===== config.mk =====
export PLATFORM = sky130hd
export DESIGN_NAME = pipe_stage_skid
export DESIGN_NICKNAME = d
export VERILOG_FILES = /design/src/rtl/pipe_pkg.sv /design/src/rtl/pipe_stage_skid_sat_counter.sv /design/src/rtl/pipe_stage_skid.sv
export SDC_FILE = /design/constraint.sdc
export NUM_CORES = 1
export LEC_CHECK = 0
export BUFFER_PORTS_ARGS = -buffer_cell sky130_fd_sc_hd__buf_2
export CAP_MARGIN = 0
export CORE_UTILIZATION = 30
export CTS_BUF_LIST = sky130_fd_sc_hd__clkbuf_16
export DETAILED_ROUTE_END_ITERATION = 16
export HOLD_SLACK_MARGIN = 0.02
export PLACE_DENSITY = 0.6
export SLEW_MARGIN = 5
export SYNTH_ARGS = -nofsm -noshare
export SYNTH_HDL_FRONTEND = slang
export SYNTH_SLANG_ARGS = --single-unit
export TNS_END_PERCENT = 5

===== constraint.sdc =====
create_clock -name i_clk -period 6.73 [get_ports i_clk]
set_clock_uncertainty 0.15 [all_clocks]
set_input_delay 0 -clock i_clk [delete_from_list [all_inputs] [get_ports i_clk]]
set_output_delay 0 -clock i_clk [all_outputs]
set_load 0.01 [all_outputs]

===== src/rtl/pipe_pkg.sv =====
// Shared types and field widths for the inter-stage pipeline registers.
// Latency: n/a (declarations only).
// Backpressure: n/a.
package pipe_pkg;

    // Occupancy of a pipeline stage: nothing held, main entry held, or main plus skid held.
    typedef enum logic [1:0] {
        PS_EMPTY = 2'd0,
        PS_FULL  = 2'd1,
        PS_SKID  = 2'd2
    } pipe_state_e;

    // Control bundle packing, low to high: EX fields, then MEM fields, then WB fields.
    localparam int EX_CTRL_W   = 9;
    localparam int MEM_CTRL_W  = 5;
    localparam int WB_CTRL_W   = 11;
    localparam int PIPE_CTRL_W = EX_CTRL_W + MEM_CTRL_W + WB_CTRL_W;

    // Payload packing: instr, pc, rs1, rs2 and imm, each 32 bits.
    localparam int FIELD_W     = 32;
    localparam int PIPE_DATA_W = 5 * FIELD_W;

endpackage


===== src/rtl/pipe_stage_skid_sat_counter.sv =====
// Saturating event counter with synchronous clear that wins over increment.
// Latency: count reflects an event on the cycle after it occurs.
// Backpressure: none; it only observes events.
module sat_counter #(
    parameter int W = 16
) (
    input  logic         i_clk,
    input  logic         i_rst_n,
    input  logic         i_inc,
    input  logic         i_clr,
    output logic [W-1:0] o_count
);

    logic [W-1:0] r_count;
    logic         w_at_max;

    assign w_at_max = (r_count == {W{1'b1}});
    assign o_count  = r_count;

    // Count qualifying cycles, stick at all-ones, and let clear take priority.
    always_ff @(posedge i_clk) begin
        if (!i_rst_n) begin
            r_count <= '0;
        end else if (i_clr) begin
            r_count <= '0;
        end else if (i_inc && !w_at_max) begin
            r_count <= r_count + {{(W-1){1'b0}}, 1'b1};
        end
    end

endmodule


===== src/rtl/pipe_stage_skid.sv =====
// Pipeline stage register carrying payload and control between stages, with optional skid entry.
// Latency: 1 cycle from accept to o_valid when empty; sustains 1 beat/cycle.
// Backpressure: SKID_EN=1 gives registered o_ready via a second entry; SKID_EN=0 gives o_ready = !o_valid | i_ready.
module pipe_stage_skid
    import pipe_pkg::*;
#(
    parameter int DATA_W            = PIPE_DATA_W,
    parameter int CTRL_W            = PIPE_CTRL_W,
    parameter bit SKID_EN           = 1'b1,
    parameter bit CLR_DATA_ON_FLUSH = 1'b0,
    parameter int CNT_W             = 16
) (
    input  logic              i_clk,
    input  logic              i_rst_n,
    input  logic              i_valid,
    output logic              o_ready,
    input  logic [DATA_W-1:0] i_data,
    input  logic [CTRL_W-1:0] i_ctrl,
    input  logic              i_flush,
    output logic              o_valid,
    input  logic              i_ready,
    output logic [DATA_W-1:0] o_data,
    output logic [CTRL_W-1:0] o_ctrl,
    input  logic              i_cnt_clr,
    output logic [CNT_W-1:0]  o_stall_cnt,
    output logic [CNT_W-1:0]  o_bubble_cnt
);

    pipe_state_e       r_state;
    pipe_state_e       w_state_nxt;
    logic [DATA_W-1:0] r_main_data;
    logic [CTRL_W-1:0] r_main_ctrl;
    logic [DATA_W-1:0] w_skid_data;
    logic [CTRL_W-1:0] w_skid_ctrl;
    logic              w_accept;
    logic              w_emit;
    logic              w_ld_main_in;
    logic              w_ld_main_skid;
    logic              w_ld_skid;

    assign o_valid  = (r_state != PS_EMPTY);
    assign w_accept = i_valid & o_ready;
    assign w_emit   = o_valid & i_ready;

    // Control is masked so downstream never sees stale control on an empty stage.
    assign o_data = r_main_data;
    assign o_ctrl = o_valid ? r_main_ctrl : '0;

    generate
        if (SKID_EN) begin : g_ready_reg
            // Ready depends only on state, so downstream ready never reaches upstream combinationally.
            assign o_ready = (r_state != PS_SKID);
        end else begin : g_ready_comb
            assign o_ready = !o_valid | i_ready;
        end
    endgenerate

    // Next state and entry load strobes; flush overrides everything except reset.
    always_comb begin
        w_state_nxt    = r_state;
        w_ld_main_in   = 1'b0;
        w_ld_main_skid = 1'b0;
        w_ld_skid      = 1'b0;
        case (r_state)
            PS_EMPTY: begin
                if (w_accept) begin
                    w_state_nxt  = PS_FULL;
                    w_ld_main_in = 1'b1;
                end
            end
            PS_FULL: begin
                if (w_accept && w_emit) begin
                    w_ld_main_in = 1'b1;
                end else if (w_accept) begin
                    // Without a skid entry o_ready is low here, so this only fires with SKID_EN.
                    if (SKID_EN) begin
                        w_state_nxt = PS_SKID;
                        w_ld_skid   = 1'b1;
                    end
                end else if (w_emit) begin
                    w_state_nxt = PS_EMPTY;
                end
            end
            PS_SKID: begin
                if (w_emit) begin
                    w_state_nxt    = PS_FULL;
                    w_ld_main_skid = 1'b1;
                end
            end
            default: begin
                w_state_nxt = PS_EMPTY;
            end
        endcase
        if (i_flush) begin
            w_state_nxt    = PS_EMPTY;
            w_ld_main_in   = 1'b0;
            w_ld_main_skid = 1'b0;
            w_ld_skid      = 1'b0;
        end
    end

    // State register.
    always_ff @(posedge i_clk) begin
        if (!i_rst_n) begin
            r_state <= PS_EMPTY;
        end else begin
            r_state <= w_state_nxt;
        end
    end

    // Main entry: loads from the input or promotes the skid entry; flush clears control.
    always_ff @(posedge i_clk) begin
        if (!i_rst_n) begin
            r_main_data <= '0;
            r_main_ctrl <= '0;
        end else if (i_flush) begin
            r_main_ctrl <= '0;
            if (CLR_DATA_ON_FLUSH) begin
                r_main_data <= '0;
            end
        end else if (w_ld_main_in) begin
            r_main_data <= i_data;
            r_main_ctrl <= i_ctrl;
        end else if (w_ld_main_skid) begin
            r_main_data <= w_skid_data;
            r_main_ctrl <= w_skid_ctrl;
        end
    end

    generate
        if (SKID_EN) begin : g_skid
            logic [DATA_W-1:0] r_skid_data;
            logic [CTRL_W-1:0] r_skid_ctrl;

            // Skid entry captures the beat accepted while the main entry is stalled.
            always_ff @(posedge i_clk) begin
                if (!i_rst_n) begin
                    r_skid_data <= '0;
                    r_skid_ctrl <= '0;
                end else if (i_flush) begin
                    r_skid_ctrl <= '0;
                    if (CLR_DATA_ON_FLUSH) begin
                        r_skid_data <= '0;
                    end
                end else if (w_ld_skid) begin
                    r_skid_data <= i_data;
                    r_skid_ctrl <= i_ctrl;
                end
            end

            assign w_skid_data = r_skid_data;
            assign w_skid_ctrl = r_skid_ctrl;
        end else begin : g_no_skid
            assign w_skid_data = '0;
            assign w_skid_ctrl = '0;
        end
    endgenerate

    logic w_stall_inc;
    logic w_bubble_inc;

    assign w_stall_inc  = o_valid & ~i_ready;
    assign w_bubble_inc = ~o_valid & i_ready & ~i_flush;

    sat_counter #(.W(CNT_W)) u_stall_cnt (
        .i_clk   (i_clk),
        .i_rst_n (i_rst_n),
        .i_inc   (w_stall_inc),
        .i_clr   (i_cnt_clr),
        .o_count (o_stall_cnt)
    );

    sat_counter #(.W(CNT_W)) u_bubble_cnt (
        .i_clk   (i_clk),
        .i_rst_n (i_rst_n),
        .i_inc   (w_bubble_inc),
        .i_clr   (i_cnt_clr),
        .o_count (o_bubble_cnt)
    );

endmodule


# After elaboration in Yosys (flattened, before gate mapping)
# Index checks and enable logic that the tools add are counted.
word_totals:
  regBits: 404
  latch_bits: 0
  ramBits: 0
  mem_bits_ro: 0
  in_bits: 191
  out_inout_bits: 219
  memories: 0
classes:
  addsub: 2
  mul: 0
  n_div: 0
  magnitude_cmp: 0
  eq_ne: 9
  shifts: 0
  muxes: 21
  n_bitwise: 9
  n_reduce_logical: 13
ops:
  columns: ["operator", "count"]
  rows:
  - ["$mux W160", 2]
  - ["$mux W25", 3]
  - ["$add A16 B1 Y16 const B", 2]
  - ["$eq A16 B16 Y1 const B", 2]
  - ["$mux W2", 5]
  - ["$mux W1", 9]
  - ["$ne A2 B2 Y1 const B", 4]
  - ["$pmux W2 S3", 1]
  - ["$and A1 B1 Y1", 5]
  - ["$not A1 Y1", 4]
  - ["$reduce_and A2 Y1", 2]
  - ["$reduce_and A4 Y1", 1]
  - ["$reduce_bool A2 Y1", 2]
  - ["$reduce_or A2 Y1", 2]
  - ["$logic_and A1 B1 Y1", 3]
  - ["$ne A3 B3 Y1 const B", 1]
  - ["$eq A2 B1 Y1 const B", 1]
  - ["$eq A2 B2 Y1 const B", 1]
  - ["$logic_not A1 Y1", 2]
  - ["$logic_not A2 Y1", 1]
  - ["$pmux W1 S2", 1]

# Depth between registers and ports, before layout
logic_depth:
  word_depth: 8
  ltp_mapped: 8

# By module
# From an unflattened synthesis, not the netlist that was laid out.
unflattened:
  cells_unflattened: 2135
  hier_area_um2: 17835.9
by_module_without_submodules:
  columns: ["module", "instances", "cells_per_inst", "area_per_inst_um2"]
  rows:
  - ["pipe_stage_skid", 1, 1943, 16126.7]
  - ["sat_counter", 2, 96, 854.6]

# Worst setup path before layout
# Ideal clock, no wire load.
synth_timing:
  kind: "register to register"
  from: "reg u_bubble_cnt.r_count[0], in the netlist u_bubble_cnt.o_count[0]"
  to: "reg u_bubble_cnt.r_count[10], in the netlist u_bubble_cnt.o_count[10]"
  t_arrival_ns: 1.923
  required_time_ns: 6.456
  path_slack_ns: 4.533
  stages_incl_launch_ff: 7
  n_path_buf: 1
  period_less_slack_ns: 2.197
  cell_sequence: "dfxtp_1 ha_1 nand4_1 nor4_1 buf_2 nor3_1 mux2i_1"
synth_via:
  elab_chain_len: 3
synth_rtl:
  columns: ["item", "line", "text"]
  rows:
  - ["start: declaration", "pipe_stage_skid_sat_counter.sv:14", "logic [W-1:0] r_count;"]
  - ["start signal: assignment", "pipe_stage_skid_sat_counter.sv:27", "r_count <= r_count + {{(W-1){1'b0}}, 1'b1};"]
  - ["branches (longest 3 deep; another with $add A16 B1 Y16)", null, null]
# Several ways; the timed one is not identified.
# A chain may end at the register's enable or synchronous reset.

# Final worst setup path
layout_timing:
  from: "reg r_state[1]"
  to: "reg g_skid.r_skid_data[35]"
layout_via:
  elab_chain_len: 7
layout_rtl:
  columns: ["item", "line", "text"]
  rows:
  - ["start: declaration", "pipe_stage_skid.sv:29", "pipe_state_e r_state;"]
  - ["start signal: assignment", "pipe_stage_skid.sv:107", "r_state <= w_state_nxt;"]
  - ["$ne A2 B2 Y1 or $reduce_bool A2 Y1 (tied branches)", "pipe_stage_skid.sv:52, pipe_stage_skid.sv:41", null]
  - ["$and A1 B1 Y1 (on tied branches)", "pipe_stage_skid.sv:42, pipe_stage_skid.sv:43", null]
  - ["$mux W1 or $logic_and A1 B1 Y1 (tied branches)", "pipe_stage_skid.sv:74, pipe_stage_skid.sv:72", null]
  - ["$mux W1", "pipe_stage_skid.sv:72", "if (w_accept && w_emit) begin"]
  - ["$mux W1 (*)", "pipe_stage_skid.sv:64", "case (r_state)"]
  - ["$mux W1 (*)", "pipe_stage_skid.sv:94", "if (i_flush) begin"]
  - ["$reduce_and A2 Y1 (no line) (*)", null, null]
  - ["end signal: assignment", "pipe_stage_skid.sv:146", "r_skid_data <= i_data;"]
  - ["end: declaration", "pipe_stage_skid.sv:132", "logic [DATA_W-1:0] r_skid_data;"]
# Every way passes the cells marked *; elsewhere a longest branch is shown, timed or not.

==> impl_metrics.json <==
{
  "status": "finished clean",
  "regToRegStartpoint": "r_state[1]",
  "rsz0062_at_grt": "no",
  "synth.top_cells.by_area": "dfxtp_1 47%, nand2_1 12%, mux2i_1 11%",
  "die_w_um": 241,
  "dpl_cell_area_um2": 19600,
  "fp.dieArea_um2": 57900,
  "end_kind": "flip-flop",
  "postRouteAntennaNets": 0,
  "cts_sinks": 404,
  "drive_above_1_share_pct": 20.4,
  "yosys_register_bits": 404,
  "fin_crit_ps": 3900,
  "slew_headroom_pct": 23.6,
  "antenna_found_initial": 1,
  "stdcell_count": 3185,
  "fin_setup_tns_ps": 0,
  "worstSetupStartpointType": "flip-flop",
  "io_buffers": 409,
  "hold_viol": 0,
  "die_y_um": 241,
  "hpwl_um": 29600,
  "intPower_w": 0.00413,
  "io_pins": 410,
  "synthesis.area_um2": 17100,
  "synth_cells": 1887,
  "cts_tree": "built",
  "grt-ovfl-total": 0,
  "slowest_delay_ps": 740,
  "synth_ff_type": "dfxtp_1",
  "track_usage_pct": 16.0,
  "fillCellCount": 5573,
  "cp.required_ps": 7090,
  "drt-initial-drc-count": 878,
  "clk_latency_ps": 550,
  "critPathMaxFanout": 74,
  "start_util_pct": 30.3,
  "setup_viol_count_final": 0,
  "std_cell_rows": 87,
  "routed_wl_um": 48700,
  "power_switching_w": 0.00132,
  "drv_slew": 0,
  "clk_pin_slew_ps": 60,
  "worst_pin_slew_ps": 1150,
  "maxCapViolCount": 0,
  "synth_top_cell_area_share_pct": 47.3,
  "synth_top_cell_by_area": "dfxtp_1",
  "clkPwrFrac_pct": 43.4,
  "nets": 2587,
  "dp_slack_ps": 3340,
  "fin_area_um2": 23000,
  "setup_ws_ps": 2830,
  "core_um2": 56400,
  "num_vias": 15300,
  "min_from": "i_data[125]",
  "ys_warn_count": 0,
  "syn_nets": 2080,
  "grt_pass1_wl_um": 76400,
  "switching_share_pct": 24.2,
  "drt_pass1_iterations": 5,
  "arrival_ps": 4260,
  "slowest_stage": "buf_4",
  "ys_seq_area_share_pct": 47.3,
  "htreeDepth": 2,
  "path_class": "flip-flop to flip-flop",
  "gp_congestion": 0.758,
  "ff2ff_setup_slack_ps": 2830,
  "total_leakage_power_nw": 10.3,
  "pwr-share-seq_pct": 46.2,
  "route.detailed.drc": 0,
  "vias_per_cell": 4.81,
  "synth-edff-count": 0,
  "wl_per_cell_um": 15.3,
  "power.share.combinational_pct": 10.4,
  "place_inst": 2907,
  "crit_chain": "nor3b_1, dlygate4sd3_1, nor2b_4, buf_4, nand2_1, a21boi_0, dlygate4sd3_1",
  "synth.distinct_cells": 43,
  "ctsLongestPathBuffers": 3,
  "vdd_drop_max_mv": 0.170,
  "numCtsBuffers": 45,
  "timing.critical_path.from": "r_state[1]",
  "synth_area_per_cell_um2": 9.06,
  "grt_pass1_vias": 15000,
  "async_reset_ff_share_pct": 0,
  "cp_common_cell": "dlygate4sd3_1",
  "hp-class": "input pin to flip-flop",
  "fmax_ghz": 0.256,
  "p_per_area_nw_per_um2": 237,
  "grt_max_degree": 217,
  "min_period_over_period_pct": 58.0,
  "areaGrowthSynthToFinish_pct": 34.7,
  "root_buffer": "clkbuf_16"
}
==> synth_stat cells (2+ instances only) <==
master	count
a211oi_1	26
buf_1	11
a31oi_1	2
nor2b_1	28
clkbuf_1	117
dfxtp_1	404
mux2i_1	190
a21boi_0	160
ha_1	2
o21ba_2	2
or3_1	10
o21ai_0	11
nor2_1	30
inv_1	6
nand4_1	11
and4_1	7
buf_2	29
or4_1	14
a21oi_1	49
o31ai_1	12
nand3_1	10
nand2_1	555
nor3_1	7
nor4_1	6
o211a_1	160
nand2b_1	10
and2_1	2
==> repair_timing <==
action	4_1_cts	5_1_grt
hold buffers	196	0
hold endpoints to repair	396	0
gates resized for setup	0	0
buffers inserted	0	0
==> flip-flops by register name (all words and copies together), names as in the netlist <==
signal and cells:
o_data 160, g_skid.r_skid_ctrl 25, r_main_ctrl 25, u_stall_cnt.o_count 16, r_state 2, u_bubble_cnt.o_count 16
g_skid.r_skid_data 160
==> power groups by stage <==
stage | logic, W | clock network [W] | registers [W]
after floorplan | 0.000233 | 0 | 0.00260
after global placement | 0.000454 | 0 | 0.00256
after detailed placement | 0.000470 | 0 | 0.00257
after CTS | 0.000564 | 0.00245 | 0.00252
after global routing | 0.000618 | 0.00256 | 0.00253
final | 0.000564 | 0.00236 | 0.00252
==> logic make-up after synthesis <==
logic type	after synthesis	share of synthesized area, %
buffers and inverters	164	3.86
AND/OR/NAND/NOR	698	17.2
flip-flops	404	47.3
AO/OA/AOI/OAI	429	20.4
adder cells (fa/ha/maj)	2	0.146
multiplexers	190	11.1
==> layout make-up <==
type                       instances  area, um^2  area share, %
antenna                            1        2.50         0.0109
clock buffer                      47        1180           5.11
inverter                           6        22.5         0.0978
multi-input combinational       1319        8390           36.5
timing repair buffer             618        4150           18.0
sequential                       404        8090           35.1
clock inverter                    34         238           1.03
tap                              756         946           4.11
==> layer usage <==
layer	part of all wire (%)	wire, um	track usage, %
met5	0	0	0
met3	7.6	3680	5.28
met1	42	20600	18.6
met4	1.9	931	4.67
met2	48	23500	27.8
==> final timing paths <==
kind         depth (start not counted)                     end
min                                  3             o_data[125]
max                                  7  g_skid.r_skid_data[35]
min reg2reg                          2  g_skid.r_skid_ctrl[24]
max reg2reg                          7  g_skid.r_skid_data[35]
==> through the flow <==
step | power, W | hold slack [ps] | util [%]
2_1_floorplan | 0.00283 | -77.2 | -
3_3_place_gp | 0.00302 | 103 | 34.8
3_5_place_dp | 0.00304 | 107 | 34.8
4_1_cts | 0.00553 | 30.4 | 40.8
5_1_grt | 0.00570 | 49.0 | 40.8
6_report | 0.00544 | 75.0 | 40.8
==> critical path, delay by kind of cell, from the launching register on <==
family / cells / cell delay, ps
buf+inv: 3 / 1940
simple gates: 3 / 1110
flops: 1 / 410
compound gates: 1 / 170
==> layout by cell type (no fill, tap or decap), types with 3 or more instances in the layout <==
| master | count |
|---|---|
| and4_1 | 7 |
| o31ai_1 | 12 |
| nand2b_1 | 8 |
| nand3_1 | 10 |
| bufinv_16 | 3 |
| a21oi_1 | 49 |
| o21ai_0 | 11 |
| or3_1 | 10 |
| inv_1 | 15 |
| dlygate4sd3_1 | 196 |
| mux2i_1 | 190 |
| clkbuf_16 | 47 |
| nor2b_1 | 27 |
| buf_2 | 408 |
| o211a_1 | 160 |
| nor4_1 | 5 |
| or4_1 | 14 |
| nor2_1 | 30 |
| nand4_1 | 11 |
| a211oi_1 | 26 |
| clkinv_2 | 7 |
| buf_12 | 3 |
| a21boi_0 | 160 |
| clkinv_1 | 10 |
| dfxtp_1 | 404 |
| nor3_1 | 7 |
| nand2_1 | 554 |
| buf_4 | 10 |
(Power assumes the default switching activity.)
